<file path="config.mk">
export PLATFORM = sky130hd
export DESIGN_NAME = irq_sequencer_flat
export DESIGN_NICKNAME = d
export VERILOG_FILES = /design/src/rtl/irq_sequencer_if.sv /design/src/rtl/irq_sequencer.sv /design/src/flat_wrapper.sv
export SDC_FILE = /design/constraint.sdc
export NUM_CORES = 1
export LEC_CHECK = 0
export ABC_AREA = 1
export BUFFER_PORTS_ARGS = -buffer_cell sky130_fd_sc_hd__buf_2
export CORE_UTILIZATION = 30
export CTS_BUF_LIST = sky130_fd_sc_hd__clkbuf_4 sky130_fd_sc_hd__clkbuf_8
export CTS_CLUSTER_SIZE = 20
export DETAILED_ROUTE_END_ITERATION = 7
export GPL_TIMING_DRIVEN = 0
export SYNTH_ARGS = -nofsm -noshare
export SYNTH_HDL_FRONTEND = slang
export SYNTH_SLANG_ARGS = --single-unit
export TNS_END_PERCENT = 10
</file>
<file path="constraint.sdc">
create_clock -name i_clk -period 1.8 [get_ports i_clk]
set_clock_uncertainty 0.2 [all_clocks]
set_input_delay 0.27 -clock i_clk [delete_from_list [all_inputs] [get_ports i_clk]]
set_output_delay 0.27 -clock i_clk [all_outputs]
set_load 0.01 [all_outputs]
</file>
<file path="src/rtl/irq_sequencer_if.sv">
// ---------------------------------------------------------------------------
// irq_sequencer_if
// Bundles everything between the interrupt sequencer and the five-stage
// pipeline. Signal names are written from the sequencer's point of view:
// i_* flows into the sequencer and o_* flows out of it.
//
//   i_irq            NUM_IRQ  level request lines
//   i_irq_mask       NUM_IRQ  1 = line blocked from selection
//   i_pc_in          PC_W     resume address (next fetch PC)
//   i_ccr_in         CCR_W    live flag register
//   i_rti            1        RTI retired in WB (one-cycle pulse)
//   i_push_ready     1        memory stage accepts a push this cycle
//   o_stall_fetch    1        freeze PC and fetch/decode register
//   o_flush          1        one-cycle bubble into decode/exec
//   o_push_en        1        stack push request
//   o_push_data      DATA_W   word being pushed
//   o_pc_load        1        one-cycle PC redirect strobe
//   o_pc_load_value  PC_W     redirect target
//   o_busy           1        sequence in progress
//   o_irq_id         ID_W     line being or last serviced
//   o_in_service     1        handler active (vector taken, RTI pending)
//
// Modports: master = sequencer side, slave = pipeline side.
// ---------------------------------------------------------------------------
interface irq_sequencer_if #(
    parameter int NUM_IRQ = 4,
    parameter int PC_W    = 32,
    parameter int DATA_W  = 16,
    parameter int CCR_W   = 3
);
    localparam int ID_W = (NUM_IRQ > 1) ? $clog2(NUM_IRQ) : 1;

    logic [NUM_IRQ-1:0] i_irq;
    logic [NUM_IRQ-1:0] i_irq_mask;
    logic [PC_W-1:0]    i_pc_in;
    logic [CCR_W-1:0]   i_ccr_in;
    logic               i_rti;
    logic               i_push_ready;
    logic               o_stall_fetch;
    logic               o_flush;
    logic               o_push_en;
    logic [DATA_W-1:0]  o_push_data;
    logic               o_pc_load;
    logic [PC_W-1:0]    o_pc_load_value;
    logic               o_busy;
    logic [ID_W-1:0]    o_irq_id;
    logic               o_in_service;

    modport master (
        input  i_irq, i_irq_mask, i_pc_in, i_ccr_in, i_rti, i_push_ready,
        output o_stall_fetch, o_flush, o_push_en, o_push_data, o_pc_load,
               o_pc_load_value, o_busy, o_irq_id, o_in_service
    );

    modport slave (
        output i_irq, i_irq_mask, i_pc_in, i_ccr_in, i_rti, i_push_ready,
        input  o_stall_fetch, o_flush, o_push_en, o_push_data, o_pc_load,
               o_pc_load_value, o_busy, o_irq_id, o_in_service
    );
endinterface

</file>
<file path="src/rtl/irq_sequencer.sv">
// ---------------------------------------------------------------------------
// irq_sequencer
// Multi-line interrupt sequencer for the five-stage pipeline. Rising edges on
// the request lines are latched as pending; the lowest-index unmasked pending
// line is taken when no handler is active. The sequencer then stalls fetch
// and drains the in-flight instructions, pushes the resume PC (most
// significant word first) and the flags through the memory-stage stack port,
// and finally redirects fetch to the line's vector. The handler stays
// "in service" until RTI retires; handlers do not nest.
//
// Ports:
//   i_clk    rising-edge clock
//   i_rst_n  asynchronous active-low reset
//   bus      irq_sequencer_if.master (request lines, pipeline controls,
//            stack push port, PC redirect, status)
// ---------------------------------------------------------------------------
module irq_sequencer #(
    parameter int              NUM_IRQ      = 4,
    parameter int              PC_W         = 32,
    parameter int              DATA_W       = 16,
    parameter int              CCR_W        = 3,
    parameter int              DRAIN_CYCLES = 3,
    parameter logic [PC_W-1:0] VEC_BASE     = '0,
    parameter int unsigned     VEC_STRIDE   = 2
) (
    input  logic            i_clk,
    input  logic            i_rst_n,
    irq_sequencer_if.master bus
);
    localparam int NW   = PC_W / DATA_W;
    localparam int ID_W = (NUM_IRQ > 1) ? $clog2(NUM_IRQ) : 1;
    localparam int WI_W = (NW > 1) ? $clog2(NW) : 1;
    localparam int DC_W = (DRAIN_CYCLES > 1) ? $clog2(DRAIN_CYCLES) : 1;

    typedef enum logic [2:0] {
        S_IDLE,
        S_DRAIN,
        S_PUSH_PC,
        S_PUSH_CCR,
        S_VECTOR
    } state_t;

    state_t             r_state;
    state_t             w_next_state;
    logic [NUM_IRQ-1:0] r_pending;
    logic [NUM_IRQ-1:0] r_irq_prev;
    logic [PC_W-1:0]    r_pc_save;
    logic [CCR_W-1:0]   r_ccr_save;
    logic [ID_W-1:0]    r_irq_id;
    logic               r_in_service;
    logic [DC_W-1:0]    r_drain_cnt;
    logic [WI_W-1:0]    r_word_idx;

    logic [NUM_IRQ-1:0] w_rise;
    logic [NUM_IRQ-1:0] w_eligible;
    logic [NUM_IRQ-1:0] w_clear;
    logic [ID_W-1:0]    w_sel_id;
    logic               w_start;
    logic               w_drain_last;
    logic               w_last_word;
    logic [PC_W-1:0]    w_vec;
    logic [DATA_W-1:0]  w_pc_words [NW];

    assign w_rise       = bus.i_irq & ~r_irq_prev;
    assign w_eligible   = r_pending & ~bus.i_irq_mask;
    assign w_start      = (r_state == S_IDLE) && (|w_eligible) && !r_in_service;
    assign w_drain_last = (r_drain_cnt == DC_W'(DRAIN_CYCLES - 1));
    assign w_last_word  = (r_word_idx == WI_W'(NW - 1));
    assign w_vec        = VEC_BASE + PC_W'(r_irq_id) * PC_W'(VEC_STRIDE);

    assign bus.o_irq_id     = r_irq_id;
    assign bus.o_in_service = r_in_service;

    // Fixed priority: scanning from the top down lets the lowest index win.
    always_comb begin
        w_sel_id = '0;
        for (int i = NUM_IRQ - 1; i >= 0; i--) begin
            if (w_eligible[i]) begin
                w_sel_id = ID_W'(i);
            end
        end
    end

    // The taken line's pending bit is dropped as the sequence starts; a rising
    // edge in that same cycle is ORed back in afterwards, so it is not lost.
    always_comb begin
        w_clear = '0;
        if (w_start) begin
            w_clear[w_sel_id] = 1'b1;
        end
    end

    // Resume PC split into stack words, index 0 being the most significant.
    always_comb begin
        for (int k = 0; k < NW; k++) begin
            w_pc_words[k] = r_pc_save[(NW - 1 - k) * DATA_W +: DATA_W];
        end
    end

    always_ff @(posedge i_clk or negedge i_rst_n) begin
        if (!i_rst_n) begin
            r_state <= S_IDLE;
        end else begin
            r_state <= w_next_state;
        end
    end

    // Next state and outputs. All outputs are decoded from the state so an
    // asynchronous reset silences them immediately.
    always_comb begin
        w_next_state        = r_state;
        bus.o_busy          = 1'b0;
        bus.o_stall_fetch   = 1'b0;
        bus.o_flush         = 1'b0;
        bus.o_push_en       = 1'b0;
        bus.o_push_data     = '0;
        bus.o_pc_load       = 1'b0;
        bus.o_pc_load_value = '0;
        case (r_state)
            S_IDLE: begin
                if (w_start) begin
                    w_next_state = S_DRAIN;
                end
            end
            S_DRAIN: begin
                bus.o_busy        = 1'b1;
                bus.o_stall_fetch = 1'b1;
                bus.o_flush       = (r_drain_cnt == '0);
                if (w_drain_last) begin
                    w_next_state = S_PUSH_PC;
                end
            end
            S_PUSH_PC: begin
                bus.o_busy        = 1'b1;
                bus.o_stall_fetch = 1'b1;
                bus.o_push_en     = 1'b1;
                bus.o_push_data   = w_pc_words[r_word_idx];
                if (bus.i_push_ready && w_last_word) begin
                    w_next_state = S_PUSH_CCR;
                end
            end
            S_PUSH_CCR: begin
                bus.o_busy        = 1'b1;
                bus.o_stall_fetch = 1'b1;
                bus.o_push_en     = 1'b1;
                bus.o_push_data   = DATA_W'(r_ccr_save);
                if (bus.i_push_ready) begin
                    w_next_state = S_VECTOR;
                end
            end
            S_VECTOR: begin
                bus.o_busy          = 1'b1;
                bus.o_stall_fetch   = 1'b1;
                bus.o_pc_load       = 1'b1;
                bus.o_pc_load_value = w_vec;
                w_next_state        = S_IDLE;
            end
            default: begin
                w_next_state = S_IDLE;
            end
        endcase
    end

    // Datapath: edge detection, pending set, saved context and counters.
    // Flags are sampled in the last drain cycle so they include the effect of
    // every instruction that was allowed to retire.
    always_ff @(posedge i_clk or negedge i_rst_n) begin
        if (!i_rst_n) begin
            r_pending    <= '0;
            r_irq_prev   <= '0;
            r_pc_save    <= '0;
            r_ccr_save   <= '0;
            r_irq_id     <= '0;
            r_in_service <= 1'b0;
            r_drain_cnt  <= '0;
            r_word_idx   <= '0;
        end else begin
            r_irq_prev <= bus.i_irq;
            r_pending  <= (r_pending & ~w_clear) | w_rise;
            if (w_start) begin
                r_pc_save <= bus.i_pc_in;
                r_irq_id  <= w_sel_id;
            end
            if (r_state == S_DRAIN) begin
                r_drain_cnt <= w_drain_last ? '0 : r_drain_cnt + DC_W'(1);
                if (w_drain_last) begin
                    r_ccr_save <= bus.i_ccr_in;
                end
            end
            if ((r_state == S_PUSH_PC) && bus.i_push_ready) begin
                r_word_idx <= w_last_word ? '0 : r_word_idx + WI_W'(1);
            end
            // RTI only counts from IDLE; while busy no handler is active anyway.
            if (r_state == S_VECTOR) begin
                r_in_service <= 1'b1;
            end else if (bus.i_rti && (r_state == S_IDLE)) begin
                r_in_service <= 1'b0;
            end
        end
    end
endmodule

</file>
<file path="src/flat_wrapper.sv">
// flat-port wrapper written by rule: the top's interface ports become plain ports
module irq_sequencer_flat 
#(
    parameter int              NUM_IRQ      = 4,
    parameter int              PC_W         = 32,
    parameter int              DATA_W       = 16,
    parameter int              CCR_W        = 3,
    parameter int              DRAIN_CYCLES = 3,
    parameter logic [PC_W-1:0] VEC_BASE     = '0,
    parameter int unsigned     VEC_STRIDE   = 2
)
  (i_clk, i_rst_n, bus_i_irq, bus_i_irq_mask, bus_i_pc_in, bus_i_ccr_in, bus_i_rti, bus_i_push_ready, bus_o_stall_fetch, bus_o_flush, bus_o_push_en, bus_o_push_data, bus_o_pc_load, bus_o_pc_load_value, bus_o_busy, bus_o_irq_id, bus_o_in_service);
  irq_sequencer_if #(.NUM_IRQ(NUM_IRQ), .PC_W(PC_W), .DATA_W(DATA_W), .CCR_W(CCR_W)) bus_i ();
  input  logic i_clk;
  input  logic i_rst_n;
  input wire logic [$bits(bus_i.i_irq)-1:0] bus_i_irq;
  input wire logic [$bits(bus_i.i_irq_mask)-1:0] bus_i_irq_mask;
  input wire logic [$bits(bus_i.i_pc_in)-1:0] bus_i_pc_in;
  input wire logic [$bits(bus_i.i_ccr_in)-1:0] bus_i_ccr_in;
  input wire logic [$bits(bus_i.i_rti)-1:0] bus_i_rti;
  input wire logic [$bits(bus_i.i_push_ready)-1:0] bus_i_push_ready;
  output wire logic [$bits(bus_i.o_stall_fetch)-1:0] bus_o_stall_fetch;
  output wire logic [$bits(bus_i.o_flush)-1:0] bus_o_flush;
  output wire logic [$bits(bus_i.o_push_en)-1:0] bus_o_push_en;
  output wire logic [$bits(bus_i.o_push_data)-1:0] bus_o_push_data;
  output wire logic [$bits(bus_i.o_pc_load)-1:0] bus_o_pc_load;
  output wire logic [$bits(bus_i.o_pc_load_value)-1:0] bus_o_pc_load_value;
  output wire logic [$bits(bus_i.o_busy)-1:0] bus_o_busy;
  output wire logic [$bits(bus_i.o_irq_id)-1:0] bus_o_irq_id;
  output wire logic [$bits(bus_i.o_in_service)-1:0] bus_o_in_service;
  assign bus_i.i_irq = bus_i_irq;
  assign bus_i.i_irq_mask = bus_i_irq_mask;
  assign bus_i.i_pc_in = bus_i_pc_in;
  assign bus_i.i_ccr_in = bus_i_ccr_in;
  assign bus_i.i_rti = bus_i_rti;
  assign bus_i.i_push_ready = bus_i_push_ready;
  assign bus_o_stall_fetch = bus_i.o_stall_fetch;
  assign bus_o_flush = bus_i.o_flush;
  assign bus_o_push_en = bus_i.o_push_en;
  assign bus_o_push_data = bus_i.o_push_data;
  assign bus_o_pc_load = bus_i.o_pc_load;
  assign bus_o_pc_load_value = bus_i.o_pc_load_value;
  assign bus_o_busy = bus_i.o_busy;
  assign bus_o_irq_id = bus_i.o_irq_id;
  assign bus_o_in_service = bus_i.o_in_service;
  irq_sequencer #(.NUM_IRQ(NUM_IRQ), .PC_W(PC_W), .DATA_W(DATA_W), .CCR_W(CCR_W), .DRAIN_CYCLES(DRAIN_CYCLES), .VEC_BASE(VEC_BASE), .VEC_STRIDE(VEC_STRIDE)) u_core (.i_clk(i_clk), .i_rst_n(i_rst_n), .bus(bus_i));
endmodule
</file>
==> metrics, run 1 <==
outcome complete, but fails checks; failing checks negative setup slack; drt first pass iters 4; final slew viol count 0; Boundary Pins 103; # H-tree levels 2; die area 0.00939 mm^2; synthesized instance count 346; synthesized-area fraction occupied by and/or/nand/nor cells 28.5%; detailed placement HPWL 4710 um; pwr dens around 1500 mW/mm^2; CTS tree yes; Detail Route Antenna Nets 0; complex-gate fraction of the synthesized area 7.64%; mux share of post-synthesis cell area 0%; Routed WL per cell 11.4 um; MaxCap Viol Count 0; synth unique cells 26; R2R Path Start u_core.r_state[1]$_DFFE_PN0P_; FMAX 517 MHz; Hold Worst Slack 8.35 ps; Hold EP u_core.r_ccr_save[0]$_DFFE_PN0P_; hold path depth 3; fin nets 544; Final Wtd Congestion 0.802; xor and xnor area share after synthesis 0%; Multi-input gate area 0.00117 mm^2; final setup fails 19; ant diodes 0; worst IR drop on VDD 0.000648 V; worst path required time 1330 ps; Die X 96.9 um; pre-CTS setup slack -133 ps; CP Launch Type flip-flop; first-pass GRT wire length 11,500 um; Synth Flop Type dfrtp_1; Die Ht 96.9 um; CTS clk-pin slew, worst paths 90 ps; remaining global-route overflow 0; Post-Route WL 6910 um; worst hold-check path type in2reg; post-route setup slack -135 ps; Vias 2,503; vias in the first global route between 2,000 and 3,000; synth warn 0; largest net degree at the start of global routing 53; gr usage total 15.2%; fin crit share 107%; CTS root buf clkbuf_8; DR DRC count 0; Clk Latency, worst-skew pair 300 ps; IO Port Bufs 72; initial antenna violation count 0; share of flip-flops with an asynchronous set or reset 100%; Crit Path Max Fanout 10; main combinational cell family by area after synthesis simple AND/OR/NAND/NOR gates; final count of hold timing violations 0; Avg Inst Size Synth roughly 7.8 um^2; share of post-route cells with drive strength above 1 between 30 and 40%; FF+latch count, synth 52; Via density 4.14; Seq. cell area 0.00131 mm^2; Worst Tran Pin Value 1240 ps; Post-Syn Area about 0.0027 mm^2; setup_tns -1960 ps; Non-Filler Instances 605; Num CTS Buffers 5; clk buf depth 2; data arrival time of the critical path 1460 ps; static leakage 2.16 nW; Area Overhead vs Synth 45.3%; reg2reg end u_core.r_pc_save[12]$_DFFE_PN0P_; Num Clock Sinks 52; Filler cells 912; relative slew slack 17.7%; most frequent cells in the layout nand2_1 (157), buf_2 (71), dfrtp_1 (49); Detailed Route Iter0 Violations slightly below 90; worst r2r path cells 8; core footprint between 0.008 and 0.009 mm^2; commonest non-fill, non-tap cell in the layout nand2_1; EDFF count, synth 0; post-synthesis sequential area ratio 48.1%; total placed cells including tap cells 555; critical path endpoint category output pin; R2R Setup Slk 150 ps; Crit Path Class reg2out; RSZ-0062 raised after global routing yes; Adder-Cell Fraction of Synth Area 0%; Initial Util 31.0%; hold_sp bus_i_ccr_in[0]; cell row count 34; min cycle time layout between 1500 and 2000 ps
==> logic make-up after synthesis <==
kind of cell    Yosys count
simple gates            189
buf+inv                  68
flops                    52
compound gates           36
other cells               1
==> flip-flops by register name, indices dropped and copies added, names as in the netlist <==
| name | count |
|---|---|
| u_core.r_state | 3 |
| u_core.r_pc_save | 32 |
| u_core.r_pending | 4 |
| u_core.bus.o_in_service | 1 |
| u_core.r_ccr_save | 3 |
| u_core.r_drain_cnt | 2 |
| u_core.bus.o_irq_id | 2 |
| u_core.r_word_idx | 1 |
| u_core.r_irq_prev | 4 |
==> worst max path at each step <==
stage                           to  slack [ps]  cells after the start                     startpoint
6_report        bus_o_push_data[9]        -130                      7  u_core.r_state[2]$_DFFE_PN0P_
5_1_grt         bus_o_push_data[8]        -220                      7  u_core.r_state[2]$_DFFE_PN0P_
4_1_cts         bus_o_push_data[9]        -180                      7  u_core.r_state[2]$_DFFE_PN0P_
3_5_place_dp    bus_o_push_data[9]        -130                      7  u_core.r_state[2]$_DFFE_PN0P_
3_3_place_gp    bus_o_push_data[9]        -100                      7  u_core.r_state[2]$_DFFE_PN0P_
2_1_floorplan  bus_o_push_data[10]         160                      6  u_core.r_state[2]$_DFFE_PN0P_
==> worst max-delay path: stages, from the launching register on <==
cell	delay [ps]
dfrtp_2	420
inv_2	80
nand2_4	70
nor2_4	120
inv_4	80
buf_8	150
a21oi_4	130
buf_6	120
==> per-layer routing <==
metal  track usage (%)  wire length (um)  vias up
met2              26.9              3400       67
met4              4.13                57        0
met5                 0                 0        -
met3              2.53               261        4
li1                  -                 -     1300
met1              19.0              3190     1132
==> cell usage after synthesis (2+ instances only) <==
cell / count / area [um^2]
inv_2: 4 / 15.0
dfrtp_1: 52 / 1300
a21oi_1: 16 / 80.1
a22o_1: 2 / 17.5
nand2_1: 158 / 593
nor2_1: 11 / 41.3
nor2_2: 4 / 25.0
nand2_2: 4 / 25.0
nand3_1: 6 / 30.0
nand4_1: 3 / 18.8
buf_6: 6 / 67.6
buf_2: 2 / 10.0
inv_1: 22 / 82.6
buf_4: 31 / 233
clkbuf_1: 2 / 7.51
o21ai_1: 8 / 40.0
o21ai_0: 6 / 30.0
==> cell type report <==
class / instances / share of cell area, %
Tap cell: 108 / 3.44
Buffer: 41 / 8.70
Inverter: 27 / 2.71
Clock inverter: 2 / 0.319
Multi-Input combinational cell: 255 / 29.9
Clock buffer: 5 / 1.75
Sequential cell: 52 / 33.2
Timing Repair Buffer: 115 / 19.9
==> through the flow <==
stage / power [mW] / area [um^2] / util [%]
floorplan: 4.11 / 2810 / -
global placement: 4.93 / 3310 / 37.9
detailed placement: 5.01 / 3310 / 37.9
CTS: 6.03 / 3890 / 44.6
global route: 6.60 / 3930 / 45.0
finish: 6.02 / 3930 / 45.0
==> power by group <==
group	internal, mW	switching [mW]	total (mW)
logic	1.35	1.97	3.32
clock network	0.265	0.391	0.656
registers	1.71	0.330	2.04
==> timing repair <==
| action | 4_1_cts | 5_1_grt |
|---|---|---|
| setup buffers | 5 | 1 |
| setup endpoints to repair | 21 | 21 |
| endpoints found under the hold margin | 40 | 0 |
| gates resized for setup | 31 | 9 |
| pin swaps | 1 | 2 |
| hold buffers | 37 | 0 |
Note: power is estimated with default switching activity, not from simulation.
==> run 2: changes to the inputs <==
- ABC_AREA: 1 -> not set
==> metrics, run 2 <==
largest net degree at the start of global routing 53 (unchanged); Pint 4.42 mW (+33%); pre-CTS setup slack -455 ps (-322 ps); fin nets 433 (-20%); Die X 96.5 um (-0.45%); Filler cells 794 (-13%); initial antenna violation count 0 (unchanged); Biggest register u_core.r_pc_save; crit path buf inv count 3 (-1); Sw Ratio 35.0% (-9.7 points); Synth Flop Type dfrtp_1; Num CTS Buffers 5 (unchanged); commonest non-fill, non-tap cell in the layout buf_2; Non-Filler Instances 494 (-18%); MaxCap Viol Count 0 (unchanged); Seq. cell area 0.00130 mm^2 (-0.19%); total placed cells including tap cells 435 (-22%); first-pass GRT wire length 9740 um (-15%); core footprint 0.00868 mm^2 (-0.49%); share of post-route cells with drive strength above 1 50.8% (+18 points); RSZ-0062 raised after global routing yes; data arrival time of the critical path 1990 ps (+530 ps); IO Port Bufs 72 (unchanged); detailed placement HPWL 3950 um (-16%); Area Overhead vs Synth 58.3%; Detailed Route Iter0 Violations 33 (-62%); commonest cells in the netlist dfrtp_1 (52), buf_4 (31), nor2_1 (26); synth warn 0 (unchanged); Crit Path Class reg2reg; Multi-input gate area 0.00137 mm^2 (+17%); delay of the slowest critical-path stage 420 ps (about the same); Avg Inst Size Synth 11.8 um^2 (+52%); most frequent cells in the layout buf_2 (67), dfrtp_1 (51), buf_4 (38), dlygate4sd3_1 (38), conb_1 (30); failing checks negative setup slack; post-synthesis sequential area ratio 48.6% (+0.45 points); Detail Route Antenna Nets 0 (unchanged); final setup fails 51 (+32); Num Clock Sinks 52 (unchanged); fin crit share 111% (+3.7 points); top-area cell type share of the netlist area 48.6% (+0.45 points); Clk Latency, worst-skew pair 300 ps (about the same); drt first pass iters 4 (unchanged); max FFs per register 32 (unchanged); cell row count 34 (unchanged); cell taking the most area after synthesis dfrtp_1; top-count cell post-synth dfrtp_1; worst path required time 1790 ps (+460 ps); gr usage total 14.0% (-1.2 points); total power 6.80 mW (+13%); CTS tree yes; Reg power frac 31.0% (-2.9 points); Switch Pwr 2.38 mW (-12%); Worst Tran Pin Value 1180 ps (-53.7 ps); FF+latch count, synth 52 (unchanged); synth unique cells 32 (+23%); Final Wtd Congestion 0.685 (-15%); Via density 4.25 (+2.8%); Boundary Pins 103 (unchanged); outcome complete, but fails checks; FMAX 500 MHz (-3.3%); Post-Syn Area 0.00268 mm^2 (-0.93%); CP Launch Type flip-flop; EDFF count, synth 0 (unchanged); Comb power frac 59.2% (+4.0 points); Largest regs u_core.r_pc_save x32, u_core.r_irq_prev x4, u_core.r_pending x4; clk buf depth 2 (unchanged); Clk pwr share 9.7% (-1.2 points); min cycle time layout 2000 ps (+66.6 ps); CTS root buf clkbuf_8; vias in the first global route 2,031 (-20%); pwr dens 1600 mW/mm^2 (+4.7%); DR DRC count 0 (unchanged); synthesized instance count 226 (-35%); Initial Util 30.9% (-0.14 points); Routed WL per cell 13.0 um (+14%); final count of hold timing violations 0 (unchanged); Vias 2,101 (-16%); CTS clk-pin slew, worst paths 100 ps (about the same); final slew viol count 0 (unchanged); CP cell instances buf_6 -> nor4_4 -> o41ai_4 -> buf_6 -> buf_12 -> mux2_4; ant diodes 0 (unchanged); most frequent CP cell buf_6; post-route setup slack -201 ps (-66.6 ps); top post-synthesis cells by area dfrtp_1 (49%), mux2_4 (11%), buf_4 (8.7%); worst hold-check path type in2async; Crit Path Max Fanout 10 (unchanged); delay-heaviest family, CP buffers and inverters; # H-tree levels 2 (unchanged); share of flip-flops with an asynchronous set or reset 100% (unchanged); static leakage 2.18 nW (+0.93%); critical path endpoint category flip-flop; relative slew slack 21.2% (+3.6 points); Crit-path slowest cell dfrtp_2; worst IR drop on VDD 0.000741 V (+14%); Post-Route WL 6420 um (-7.1%); die area 0.00931 mm^2 (-0.91%); Die Ht 96.5 um (-0.45%); remaining global-route overflow 0 (unchanged)
[run 2: per-stage QoR]
step	utilization, %	setup TNS (ps)	cell area (um^2)	hold WS (ps)
2_1_floorplan	-	-3270	2800	-226
6_report	48.8	-7830	4240	11.0
4_1_cts	47.0	-8550	4080	3.17
3_3_place_gp	38.0	-15950	3300	193
5_1_grt	48.8	-11460	4240	11.4
3_5_place_dp	38.0	-16450	3300	197
[run 2: kinds of logic after synthesis]
| family | share of synthesized area [%] |
|---|---|
| multiplexers | 23.5 |
| AO/OA/AOI/OAI | 5.70 |
| AND/OR/NAND/NOR | 9.67 |
| flip-flops | 48.6 |
| XOR/XNOR | 0.654 |
| other | 0.140 |
| buffers and inverters | 11.7 |
[run 2: timing repair]
action / in CTS / in global routing
pin swaps: 13 / 6
gates resized for setup: 58 / 22
hold endpoints to repair: 37 / 1
hold buffers: 37 / 1
setup buffers: 10 / 1
setup endpoints to repair: 58 / 57
cloned: 1 / 2
[run 2: metal layers]
| layer | vias up | global-route usage [%] | wire, um |
|---|---|---|---|
| met1 | 991 | 16.6 | 2640 |
| met2 | 84 | 25.2 | 3300 |
| met3 | 8 | 3.52 | 414 |
| li1 | 1018 | - | - |
| met5 | - | 0 | 0 |
| met4 | 0 | 3.31 | 65 |
[run 2: final cells by class]
class	instances	share of cell area, %
clock buffers	6	1.80
clock inverters	1	0.118
inverters	6	0.531
multi-input cells	157	32.3
plain buffers	40	9.27
repair buffers	124	22.0
flip-flops and latches	52	30.7
well taps	108	3.19
[run 2: final timing paths]
check	start	to	slack, ps	cells after the start
max in group asynchronous	i_rst_n	u_core.r_state[0]$_DFFE_PN0P_	610	1
hold reg to reg	u_core.r_irq_prev[2]$_DFF_PN0_	u_core.r_pending[2]$_DFF_PN0_	220	1
setup / recovery	u_core.r_state[0]$_DFFE_PN0P_	u_core.r_pc_save[0]$_DFFE_PN0P_	-200	6
setup reg to reg	u_core.r_state[0]$_DFFE_PN0P_	u_core.r_pc_save[0]$_DFFE_PN0P_	-200	6
hold / removal	i_rst_n	u_core.r_pc_save[23]$_DFFE_PN0P_	10	1
min in group i_clk	bus_i_pc_in[26]	u_core.r_pc_save[26]$_DFFE_PN0P_	20	2
[run 2: power by group through the flow]
stage	sequential, mW	clock, mW	combinational (mW)
4_1_cts	2.09	0.691	3.58
3_5_place_dp	2.06	0	2.80
3_3_place_gp	2.05	0	2.74
6_report	2.11	0.662	4.03
2_1_floorplan	1.99	0	2.20
5_1_grt	2.17	0.723	4.34
[run 2: worst reg2reg max path, cell delays in order, from the launching register on]
cell and delay [ps]:
dfrtp_2 420, buf_6 130, nor4_4 360, o41ai_4 160, buf_6 160, buf_12 150, mux2_4 310
==> run 3: changes to the inputs <==
- CTS_BUF_LIST: sky130_fd_sc_hd__clkbuf_4 sky130_fd_sc_hd__clkbuf_8 -> not set
==> metrics, run 3 (synthesized netlist as in run 2, its figures left out) <==
outcome complete, but fails checks; failing checks negative setup slack; vias in the first global route 2,031 (unchanged); cell row count 34 (unchanged); Routed WL per cell 13.0 um (unchanged); Detail Route Antenna Nets 0 (unchanged); Biggest register u_core.r_pc_save; R2R Path Start u_core.r_state[0]$_DFFE_PN0P_; pwr dens 1600 mW/mm^2 (-0.14%); Via density 4.25 (unchanged); CP Launch Point u_core.r_state[0]$_DFFE_PN0P_; CTS root buf clkbuf_8; drt first pass iters 4 (unchanged); fin crit share 111% (unchanged); share of post-route cells with drive strength above 1 50.5% (-0.26 points); setup_tns -7830 ps (+0.0200 ps); Clk Latency, worst-skew pair 300 ps (about the same); worst hold-check path type in2async; CP Launch Type flip-flop; CTS clk-pin slew, worst paths 100 ps (about the same); Comb power frac 59.4% (+0.2 points); initial antenna violation count 0 (unchanged); die area 0.00931 mm^2 (unchanged); Worst Tran Pin Value 1180 ps (unchanged); Num CTS Buffers 5 (unchanged); gr usage total 14.0% (unchanged); Pint 4.41 mW (-0.34%); Multi-input gate area 0.00137 mm^2 (unchanged); # H-tree levels 2 (unchanged); DP Area 0.00330 mm^2 (unchanged); final count of hold timing violations 0 (unchanged); first-pass GRT wire length 9740 um (unchanged); CTS tree yes; Die X 96.5 um (unchanged); Post-Route WL 6420 um (unchanged); final setup fails 51 (unchanged); core footprint 0.00868 mm^2 (unchanged); clk buf depth 2 (unchanged); data arrival time of the critical path 1990 ps (about the same); worst r2r path cells 6 (unchanged); Boundary Pins 103 (unchanged); final instance area 0.00424 mm^2 (about the same); IO Port Bufs 72 (unchanged); static leakage 2.18 nW (-0.16%); detailed placement HPWL 3950 um (unchanged); Crit Path Class reg2reg; FMAX 500 MHz (unchanged); Seq. cell area 0.00130 mm^2 (unchanged); final slew viol count 0 (unchanged); Largest regs u_core.r_pc_save x32, u_core.r_irq_prev x4, u_core.r_pending x4; Non-Filler Instances 494 (unchanged); post-route setup slack -201 ps (unchanged); Sw Ratio 35.1% (+0.076 points); worst path required time 1790 ps (about the same); max FFs per register 32 (unchanged); Num Clock Sinks 52 (unchanged); Final Wtd Congestion 0.685 (unchanged); Reg power frac 31.1% (about the same); MaxCap Viol Count 0 (unchanged); total placed cells including tap cells 435 (unchanged); largest net degree at the start of global routing 53 (unchanged); ant diodes 0 (unchanged); worst IR drop on VDD 0.000734 V (-1.0%); Filler cells 793 (-0.13%); RSZ-0062 raised after global routing yes; Crit Path Max Fanout 10 (unchanged); commonest non-fill, non-tap cell in the layout buf_2; relative slew slack 21.2% (unchanged); most frequent cells in the layout buf_2 (67), dfrtp_1 (51), buf_4 (38), dlygate4sd3_1 (38), conb_1 (30); DR DRC count 0 (unchanged); fin nets 433 (unchanged); Vias 2,101 (unchanged); min cycle time layout 2000 ps (unchanged); Area Overhead vs Synth 58.2% (about the same); Initial Util 30.9% (unchanged); Die Ht 96.5 um (unchanged); Detailed Route Iter0 Violations 33 (unchanged); Switch Pwr 2.38 mW (about the same); critical path endpoint category flip-flop; Clk pwr share 9.5% (-0.2 points); remaining global-route overflow 0 (unchanged)
[run 3: cell count changes in the layout (fill, tap and decap cells not counted)]
cell / change
clkbuf_1: +1
clkbuf_4: -1
[run 3: critical path: stages, from the launching register on]
cell     delay, ps
dfrtp_2        420
buf_6          130
nor4_4         360
o41ai_4        160
buf_6          160
buf_12         150
mux2_4         300
[run 3: path summary, 6_finish.rpt]
check / to / slack, ps
worst min register to register: u_core.r_pending[2]$_DFF_PN0_ / 220
max in group asynchronous: u_core.r_state[0]$_DFFE_PN0P_ / 610
min in group i_clk: u_core.r_pc_save[26]$_DFFE_PN0P_ / 20
worst max register to register: u_core.r_pc_save[0]$_DFFE_PN0P_ / -200
worst max-delay path: u_core.r_pc_save[0]$_DFFE_PN0P_ / -200
worst min-delay path: u_core.r_pc_save[23]$_DFFE_PN0P_ / 10
[run 3: repair_timing]
action	CTS	global route
resized for setup	58	22
cloned	1	2
endpoints found under the hold margin	37	1
setup buffers	10	1
pin swaps	13	6
endpoints found under the setup margin	58	57
hold buffers	37	1
[run 3: through the flow]
stage               utilization, %  hold WS [ps]  power [mW]  setup slack, ps
global route                  48.8          11.4        7.22             -254
global placement              38.0           193        4.79             -502
CTS                           47.0          3.17        6.35             -251
finish                        48.8          11.0        6.79             -201
floorplan                        -          -226        4.18             -126
detailed placement            38.0           197        4.86             -455
[run 3: cell type report]
type                    count  area share, %
multi-input cells         157           32.3
flip-flops and latches     52           30.8
repair buffers            124           22.1
plain buffers              40           9.28
well taps                 108           3.19
clock buffers               6           1.71
inverters                   6          0.532
clock inverters             1          0.118
[run 3: power groups by stage]
| stage | clock network, mW | registers (mW) | logic, mW |
|---|---|---|---|
| finish | 0.646 | 2.11 | 4.03 |
| global route | 0.708 | 2.17 | 4.34 |
| CTS | 0.677 | 2.09 | 3.58 |
| detailed placement | 0 | 2.06 | 2.80 |
| global placement | 0 | 2.05 | 2.74 |
| floorplan | 0 | 1.99 | 2.20 |
[run 3: metal layers]
| metal | vias up | GRT usage [%] | wire (um) |
|---|---|---|---|
| li1 | 1018 | - | - |
| met1 | 991 | 16.6 | 2640 |
| met2 | 84 | 25.2 | 3300 |
| met3 | 8 | 3.52 | 414 |
| met4 | 0 | 3.31 | 65 |
| met5 | - | 0 | 0 |
